`config.mk`:
```
export PLATFORM = sky130hd
export DESIGN_NAME = ghostsz_decoder_flat
export DESIGN_NICKNAME = d
export VERILOG_FILES = /design/src/rtl/ghostsz_pkg.sv /design/src/rtl/ghostsz_if.sv /design/src/rtl/ghostsz_recon_pipe.sv /design/src/rtl/ghostsz_decoder.sv /design/src/flat_wrapper.sv
export SDC_FILE = /design/constraint.sdc
export NUM_CORES = 1
export LEC_CHECK = 0
export ABC_CLOCK_PERIOD_IN_PS = 7900
export BUFFER_PORTS_ARGS = -buffer_cell sky130_fd_sc_hd__buf_2
export CAP_MARGIN = 20
export CORE_MARGIN = 2
export CORE_UTILIZATION = 45
export DETAILED_ROUTE_END_ITERATION = 7
export PLACE_DENSITY_LB_ADDON = 0.08
export SETUP_SLACK_MARGIN = 0.1
export SLEW_MARGIN = 25
export SYNTH_ARGS = -nofsm -noshare
export SYNTH_HDL_FRONTEND = slang
export SYNTH_SLANG_ARGS = --single-unit
```
`constraint.sdc`:
```
create_clock -name clk -period 7.9 [get_ports clk]
set_clock_uncertainty 0.15 [all_clocks]
set_input_delay 1.185 -clock clk [delete_from_list [all_inputs] [get_ports clk]]
set_output_delay 1.185 -clock clk [all_outputs]
set_load 0.05 [all_outputs]
```
`src/rtl/ghostsz_pkg.sv`:
```
// Shared GhostSZ constants and the FSM state encoding used by both codec directions.
package ghostsz_pkg;
  localparam int CODE_ESC   = 0;      // code value that announces a verbatim literal word
  localparam int DEF_RADIUS = 32768;  // default code bias

  typedef enum logic [1:0] {
    IDLE    = 2'd0,
    CODE    = 2'd1,
    LITERAL = 2'd2,
    DRAIN   = 2'd3
  } state_e;
endpackage

```
`src/rtl/ghostsz_if.sv`:
```
// Input word stream and output sample stream of the GhostSZ decoder.
interface ghostsz_if #(parameter int DATA_W = 32);
  logic [DATA_W-1:0] in_data;
  logic              in_valid;
  logic              in_ready;
  logic [DATA_W-1:0] out_data;
  logic              out_valid;
  logic              out_ready;
  logic              out_last;

  modport slave  (input  in_data, in_valid, out_ready,
                  output in_ready, out_data, out_valid, out_last);
  modport master (output in_data, in_valid, out_ready,
                  input  in_ready, out_data, out_valid, out_last);
endinterface

```
`src/rtl/ghostsz_recon_pipe.sv`:
```
// Two-stage reconstruction datapath: stage 1 registers delta*step (or a literal),
// stage 2 closes the Lorenzo recurrence. The stage-2 data register doubles as prev.
module ghostsz_recon_pipe
  import ghostsz_pkg::*;
#(
  parameter int DATA_W = 32,
  parameter int CODE_W = 16,
  parameter int RADIUS = DEF_RADIUS
) (
  input  logic                     clk,
  input  logic                     rst,
  input  logic                     i_clear,
  input  logic                     i_fire,
  input  logic                     i_lit,
  input  logic                     i_last,
  input  logic [DATA_W-1:0]        i_word,
  input  logic signed [DATA_W-1:0] i_step,
  input  logic                     i_out_ready,
  output logic [DATA_W-1:0]        o_data,
  output logic                     o_valid,
  output logic                     o_last,
  output logic                     o_stall
);
  logic [CODE_W-1:0]        w_code;
  logic signed [CODE_W:0]   w_delta;
  logic signed [DATA_W-1:0] w_delta_x;
  logic signed [DATA_W-1:0] w_prod;
  logic [DATA_W-1:0]        w_sum;
  logic                     w_stall;

  logic                     r_s1_vld, r_s1_lit, r_s1_last;
  logic [DATA_W-1:0]        r_s1_val;
  logic [DATA_W-1:0]        r_data;
  logic                     r_vld, r_last;

  assign w_code    = i_word[CODE_W-1:0];
  assign w_delta   = $signed({1'b0, w_code}) - $signed((CODE_W+1)'(RADIUS));
  assign w_delta_x = DATA_W'(w_delta);
  assign w_prod    = w_delta_x * i_step;           // truncated to DATA_W, wraps
  assign w_sum     = r_data + r_s1_val;
  assign w_stall   = r_vld && !i_out_ready;

  // Stage 1: product or literal plus tags; frozen while downstream stalls.
  always_ff @(posedge clk or posedge rst) begin
    if (rst) begin
      r_s1_vld  <= 1'b0;
      r_s1_lit  <= 1'b0;
      r_s1_last <= 1'b0;
      r_s1_val  <= '0;
    end else if (!w_stall) begin
      r_s1_vld  <= i_fire;
      r_s1_lit  <= i_lit;
      r_s1_last <= i_fire && i_last;
      r_s1_val  <= i_lit ? i_word : w_prod;
    end
  end

  // Stage 2: prev + delta*step, or the literal; result is also the next prev.
  always_ff @(posedge clk or posedge rst) begin
    if (rst) begin
      r_data <= '0;
      r_vld  <= 1'b0;
      r_last <= 1'b0;
    end else if (i_clear) begin
      r_data <= '0;
      r_vld  <= 1'b0;
      r_last <= 1'b0;
    end else if (!w_stall) begin
      r_vld  <= r_s1_vld;
      r_last <= r_s1_vld && r_s1_last;
      if (r_s1_vld) r_data <= r_s1_lit ? r_s1_val : w_sum;
    end
  end

  assign o_data  = r_data;
  assign o_valid = r_vld;
  assign o_last  = r_last;
  assign o_stall = w_stall;
endmodule

```
`src/rtl/ghostsz_decoder.sv`:
```
// GhostSZ decode stage: block FSM, sample counter and escape handling around
// the reconstruction pipe.
module ghostsz_decoder
  import ghostsz_pkg::*;
#(
  parameter int DATA_W = 32,
  parameter int CODE_W = 16,
  parameter int RADIUS = DEF_RADIUS,
  parameter int LEN_W  = 16
) (
  input  logic              clk,
  input  logic              areset,
  input  logic              start,
  input  logic [DATA_W-1:0] step,
  input  logic [LEN_W-1:0]  block_len,
  ghostsz_if.slave          bus,
  output logic              busy,
  output logic              done
);
  state_e            r_state, w_state_nxt;
  logic [DATA_W-1:0] r_step;
  logic [LEN_W-1:0]  r_len, r_count;
  logic              r_done;

  logic w_stall, w_in_ready, w_accept, w_esc, w_lit, w_fire, w_last;
  logic w_begin, w_empty_blk, w_end_hs;

  assign w_esc       = (bus.in_data[CODE_W-1:0] == CODE_W'(CODE_ESC));
  assign w_lit       = (r_state == LITERAL);
  assign w_in_ready  = ((r_state == CODE) || (r_state == LITERAL)) && !w_stall;
  assign w_accept    = bus.in_valid && w_in_ready;
  // An escape word is consumed but produces nothing.
  assign w_fire      = w_accept && (w_lit || !w_esc);
  assign w_last      = (r_count == r_len - 1'b1);
  assign w_begin     = (r_state == IDLE) && start && (block_len != '0);
  assign w_empty_blk = (r_state == IDLE) && start && (block_len == '0);
  assign w_end_hs    = (r_state == DRAIN) && bus.out_valid && bus.out_ready && bus.out_last;

  // State register.
  always_ff @(posedge clk or posedge areset) begin
    if (areset) r_state <= IDLE;
    else        r_state <= w_state_nxt;
  end

  // Next-state: escape toggles CODE/LITERAL, last sample moves to DRAIN.
  always_comb begin
    w_state_nxt = r_state;
    case (r_state)
      IDLE:    if (w_begin) w_state_nxt = CODE;
      CODE:    if (w_accept) begin
                 if (w_esc)       w_state_nxt = LITERAL;
                 else if (w_last) w_state_nxt = DRAIN;
               end
      LITERAL: if (w_accept) w_state_nxt = w_last ? DRAIN : CODE;
      DRAIN:   if (w_end_hs) w_state_nxt = IDLE;
      default: w_state_nxt = IDLE;
    endcase
  end

  // Block context: step/len latched only at start, count advances per sample.
  always_ff @(posedge clk or posedge areset) begin
    if (areset) begin
      r_step  <= '0;
      r_len   <= '0;
      r_count <= '0;
    end else if (w_begin) begin
      r_step  <= step;
      r_len   <= block_len;
      r_count <= '0;
    end else if (w_fire) begin
      r_count <= r_count + 1'b1;
    end
  end

  // done: one cycle after the last output handshake, or after an empty-block start.
  always_ff @(posedge clk or posedge areset) begin
    if (areset) r_done <= 1'b0;
    else        r_done <= w_end_hs || w_empty_blk;
  end

  ghostsz_recon_pipe #(
    .DATA_W (DATA_W),
    .CODE_W (CODE_W),
    .RADIUS (RADIUS)
  ) u_pipe (
    .clk         (clk),
    .rst         (areset),
    .i_clear     (w_begin),
    .i_fire      (w_fire),
    .i_lit       (w_lit),
    .i_last      (w_last),
    .i_word      (bus.in_data),
    .i_step      (r_step),
    .i_out_ready (bus.out_ready),
    .o_data      (bus.out_data),
    .o_valid     (bus.out_valid),
    .o_last      (bus.out_last),
    .o_stall     (w_stall)
  );

  assign bus.in_ready = w_in_ready;
  assign busy         = (r_state != IDLE);
  assign done         = r_done;
endmodule

```
`src/flat_wrapper.sv`:
```
// flat-port wrapper written by rule: the top's interface ports become plain ports
module ghostsz_decoder_flat import ghostsz_pkg::*;
#(
  parameter int DATA_W = 32,
  parameter int CODE_W = 16,
  parameter int RADIUS = DEF_RADIUS,
  parameter int LEN_W  = 16
)
  (clk, areset, start, step, block_len, busy, done, bus_in_data, bus_in_valid, bus_out_ready, bus_in_ready, bus_out_data, bus_out_valid, bus_out_last);
  ghostsz_if #(.DATA_W(DATA_W)) bus_i ();
  input  logic clk;
  input  logic areset;
  input  logic start;
  input  logic [DATA_W-1:0] step;
  input  logic [LEN_W-1:0] block_len;
  output logic busy;
  output logic done;
  input wire logic [$bits(bus_i.in_data)-1:0] bus_in_data;
  input wire logic [$bits(bus_i.in_valid)-1:0] bus_in_valid;
  input wire logic [$bits(bus_i.out_ready)-1:0] bus_out_ready;
  output wire logic [$bits(bus_i.in_ready)-1:0] bus_in_ready;
  output wire logic [$bits(bus_i.out_data)-1:0] bus_out_data;
  output wire logic [$bits(bus_i.out_valid)-1:0] bus_out_valid;
  output wire logic [$bits(bus_i.out_last)-1:0] bus_out_last;
  assign bus_i.in_data = bus_in_data;
  assign bus_i.in_valid = bus_in_valid;
  assign bus_i.out_ready = bus_out_ready;
  assign bus_in_ready = bus_i.in_ready;
  assign bus_out_data = bus_i.out_data;
  assign bus_out_valid = bus_i.out_valid;
  assign bus_out_last = bus_i.out_last;
  ghostsz_decoder #(.DATA_W(DATA_W), .CODE_W(CODE_W), .RADIUS(RADIUS), .LEN_W(LEN_W)) u_core (.clk(clk), .areset(areset), .start(start), .step(step), .block_len(block_len), .bus(bus_i), .busy(busy), .done(done));
endmodule
```
Word-level counts from Yosys, hierarchy flattened
Index checks and enable logic that the tools add are counted.
Cells by class
  add/subtract/negate cells: 4
  multipliers: 1
  equality and inequality tests: 10
  multiplexer cells: 19
  reduce and logical (&&, ||, !) cells: 27
Operators by type and width (count)
  2-to-1 mux 32 bit: 5
  adder 32 bit: 1
  zero test 16 bit: 2
  multiplier 17 x 32 -> 32 bit: 1
  2-to-1 mux 16 bit: 2
  subtractor 16 x 16 -> 17 bit, second input constant: 1
  adder 16 x 1 -> 16 bit, second input constant: 1
  == test 16 bit: 1
  nonzero test 16 bit: 1
  subtractor 16 x 1 -> 16 bit, second input constant: 1
  2-to-1 mux 2 bit: 7
  logical AND 1 bit: 12
  case mux 2 bit (4 select lines): 1
  != test 2 x 1 -> 1 bit, second input constant: 3
  nonzero test 2 bit: 3
  AND reduction 5 bit: 1
  == test 2 bit, second input constant: 2
  2-to-1 mux 1 bit: 4
  != test 2 bit, second input constant: 2
  zero test 1 bit: 3
  logical OR 1 bit: 3
  != test 3 x 2 -> 1 bit, second input constant: 1
  == test 2 x 1 -> 1 bit, second input constant: 1
  zero test 2 bit: 1
  AND reduction 2 bit: 1
Storage, ports and cells
  register bits: 136
  input port bits: 85
  output and inout bits: 37
  logic and storage cells: 73

Depth between registers and ports, before layout
  depth after elaboration: 8
  depth in mapped cells: 23
  depth with buffers taken out: 22

Cells and area by module
A second synthesis with hierarchy kept.
Second synthesis, totals
  cell total of the unflattened synthesis: 2267
  area total of the unflattened synthesis: 20383.3 sq um
Modules (own cells, without submodules)
  ghostsz_recon_pipe: instances 1, cells each 1953, area an instance 16916.2 sq um, seq. area each 1726.7 sq um
  ghostsz_decoder: instances 1, cells each 314, area an instance 3467.1 sq um, seq. area each 1676.6 sq um

Worst setup path after synthesis
OpenSTA, ideal clock, no wires.
  kind: input -> register
  start point: in bus_in_data[3]
  end point: reg u_core.u_pipe.r_s1_val[27]
  setup time: 0.095 ns
  arrival: 6.977 ns
  required time: 7.655 ns
  path slack: 0.677 ns
  stages on the path: 21
  path buffers: 2
  path through: clkbuf_1 -> clkbuf_1 -> nand2_1 -> fa_1 -> fa_1 -> fa_1 -> inv_1 -> fa_1 -> fa_1 -> inv_1 -> fa_1 -> inv_1 -> ha_1 -> a21oi_1 -> o221ai_1 -> a2111oi_1 -> o31ai_2 -> a31oi_1 -> o21bai_1 -> xnor2_1 -> o31ai_1
Between the ends
  cells in the longest elaborated chain, start to end: 3
RTL lines
  start: declaration: line flat_wrapper.sv:18  | input wire logic [$bits(bus_i.in_data)-1:0] bus_in_data;
  subtractor 16 x 16 -> 17 bit: line ghostsz_recon_pipe.sv:37  | assign w_delta = $signed({1'b0, w_code}) - $signed((CODE_W+1)'(RADIUS));
  multiplier 17 x 32 -> 32 bit: line ghostsz_recon_pipe.sv:39  | assign w_prod = w_delta_x * i_step;
  2-to-1 mux 32 bit: line ghostsz_recon_pipe.sv:54  | r_s1_val <= i_lit ? i_word : w_prod;
  end signal: assignment: line ghostsz_recon_pipe.sv:54
  end: declaration: line ghostsz_recon_pipe.sv:32  | logic [DATA_W-1:0] r_s1_val;
Every way passes these cells.
A chain may end at the register's enable or synchronous reset.

Worst setup path after layout
  start point: in bus_in_data[4]
  end point: reg u_core.u_pipe.r_s1_val[29]
Same word-level chain as after synthesis.

==> results.json <==
{
  "worstPathMaxFanout": 20,
  "synth_edf_count": 0,
  "arrival_ns": 7.50,
  "synth_top_area_share_pct": 31.4,
  "grt_max_degree": 75,
  "grt_pass1_wl_um": 96000,
  "antenna_found_initial": 3,
  "cts_resized": 0,
  "cts_buffers": 17,
  "cts.reportedPaths.clkPinSlew_ns": 0.07,
  "post-cts-setup-buffers": 0,
  "num_vias": 15800,
  "rows": 78,
  "wire_per_inst_um": 20.4,
  "ant_nets": 0,
  "grt_use_total_pct": 27.1,
  "routed_wl_um": 60800,
  "rsz0062_at_grt": "no",
  "first_pass_iters": 5,
  "yosysTopAreaCell": "fa_1",
  "worst_pin_slew_ns": 0.892,
  "vias_per_cell": 5.30,
  "syn_area_sq_mm": 0.0204,
  "nNetsFinal": 2897,
  "fmax_mhz": 138,
  "layout_min_cycle_time_ns": 7.24,
  "drive_gt1_share_pct": 11.1,
  "hpwl_um": 48600,
  "ys_seq_elements": 136,
  "pin_count": 122,
  "area_growth_pct": 9.11,
  "cts_tree": "done",
  "core_area_sq_mm": 0.0451,
  "synthTopCellsByArea": "fa_1, dfrtp_1, ha_1, inv_1, nand2_1",
  "fp.dieW_um": 217,
  "grt_overflow_total": 0,
  "dr.first_iter.drc_count": 1085,
  "worstHoldPathCells": 2,
  "grt_pass1_vias": 16600,
  "fin_area_sq_mm": 0.0223,
  "r2r_cells": 20,
  "cts_root_buffer": "clkbuf_16",
  "cts_hold_buffers": 0,
  "synth_common_cells": "inv_1, fa_1, nand2_1",
  "stdcell_count": 2973,
  "hold_class": "flop to flop",
  "portBuffers": 121,
  "finalMaxSlewViolations": 0,
  "finalCritPeriodShare_pct": 91.6,
  "gp_congestion": 0.912,
  "postSynth.asyncResetShare_pct": 100,
  "cts.sinks": 136,
  "synth.most_common_cell": "inv_1",
  "synth_cell_type_count": 74,
  "die_h_um": 217,
  "cts_buffer_depth": 2,
  "die_area_sq_mm": 0.0471,
  "drv_cap": 0,
  "placed_cells": 2940,
  "worstSetupStartpointType": "primary input",
  "cts.htree.levels": 4,
  "clock_latency_ns": 0.48,
  "ys_warn_count": 0,
  "syn-num-nets": 2825,
  "required_ns": 8.16,
  "tns_ns": 0,
  "setup_viol": 0,
  "seq_area_frac_synth_pct": 16.7,
  "syn-instance-count": 2287,
  "hold_viol_final": 0,
  "drc": 0,
  "outcome": "complete, no violations",
  "relSlewSlack_pct": 40.5,
  "critPathKind": "primary input to flop",
  "initial_core_util_pct": 45.3,
  "ys.flop_type": "dfrtp_1",
  "end_kind": "flop",
  "synth.avg_cell_area_sq_um": 8.93,
  "dpl_cell_area_sq_mm": 0.0217
}
==> final timing paths <==
check | startpoint | endpoint | slack (ns)
max | bus_in_data[4] | u_core.u_pipe.r_s1_val[29]$_DFFE_PP0N_ | 0.66
min in group asynchronous | areset | u_core.r_len[13]$_DFFE_PP0P_ | 0.69
max reg2reg | u_core.r_step[10]$_DFFE_PP0P_ | u_core.u_pipe.r_s1_val[29]$_DFFE_PP0N_ | 0.94
min | u_core.u_pipe.o_data[4]$_DFFE_PP0P_ | u_core.u_pipe.o_data[4]$_DFFE_PP0P_ | 0.37
max in group asynchronous | areset | u_core.u_pipe.r_s1_val[21]$_DFFE_PP0N_ | 5.53
min reg2reg | u_core.u_pipe.o_data[4]$_DFFE_PP0P_ | u_core.u_pipe.o_data[4]$_DFFE_PP0P_ | 0.37
==> worst max-delay path, cell delays in order <==
cell and delay [ns]:
buf_2 0.46, nand2_1 0.15, fa_1 0.49, fa_1 0.52, fa_1 0.52, inv_1 0.06
fa_1 0.49, fa_1 0.49, inv_1 0.05, fa_1 0.50, inv_1 0.05, ha_1 0.34
nand3_1 0.15, nor4_1 0.41, a2111oi_1 0.15, buf_4 0.17, o31ai_2 0.48, nand3_1 0.15
o311a_1 0.34, o21ai_0 0.16, mux2_2 0.16
==> cell type report <==
| class | instances | area [sq um] |
|---|---|---|
| Timing Repair Buffer | 159 | 891 |
| Fill cell | 4425 | 22800 |
| Tap cell | 600 | 751 |
| Inverter | 409 | 1540 |
| Antenna cell | 1 | 2.50 |
| Clock inverter | 14 | 154 |
| Multi-Input combinational cell | 1636 | 15100 |
| Sequential cell | 136 | 3400 |
| Clock buffer | 18 | 439 |
==> layer usage <==
metal,global-route usage (%),vias up,wire (um)
li1,-,7303,-
met1,37.6,7973,28000
met2,43.7,402,28100
met3,4.12,73,3110
met4,8.52,0,1670
met5,0,-,0
==> cell usage in the layout (no fill, tap or decap), types with 31 or more instances in the layout <==
cell / Yosys / layout
a21oi_1: 71 / 70
and2_1: 174 / 174
buf_2: 0 / 121
buf_4: 0 / 38
dfrtp_1: 136 / 136
fa_1: 320 / 320
ha_1: 133 / 133
inv_1: 408 / 407
mux2_2: 45 / 45
nand2_1: 296 / 296
nor2_1: 104 / 104
o21ai_0: 85 / 85
xnor2_1: 70 / 70
xor2_1: 31 / 31
==> flip-flops by register name (all words and copies together), names as in the netlist <==
name / count
u_core.u_pipe.r_s1_last: 1
u_core.u_pipe.r_s1_lit: 1
u_core.r_len: 16
u_core.r_state: 2
u_core.u_pipe.o_data: 32
u_core.r_count: 16
u_core.r_step: 32
u_core.done: 1
u_core.u_pipe.o_valid: 1
u_core.u_pipe.r_s1_val: 32
u_core.u_pipe.r_s1_vld: 1
u_core.u_pipe.o_last: 1
==> per-stage QoR <==
stage / hold slack [ns] / setup slack [ns] / util, %
finish: 0.373 / 0.660 / 49.4
global route: 0.396 / 0.382 / 49.4
CTS: 0.371 / 0.733 / 49.4
detailed placement: 0.351 / 0.231 / 48.1
global placement: 0.344 / 0.313 / 48.1
floorplan: 0.324 / 0.677 / -
==> kinds of logic (layout without fill, tap and decap cells) <==
kind of cell / count (synthesis) / in the layout / share of synthesized area, %
other: 0 / 1 / 0
and+or+nand+nor: 714 / 714 / 17.0
muxes: 64 / 64 / 3.42
buffers and inverters: 515 / 600 / 9.47
DFF: 136 / 136 / 16.7
adders and majority gates: 453 / 453 / 39.5
xor gates and xnor gates: 101 / 101 / 4.33
AOI/OAI and AO/OA: 304 / 304 / 9.57
Power is not shown: default switching activity piles up to over one toggle a cycle in this logic, so the estimate is an artifact.
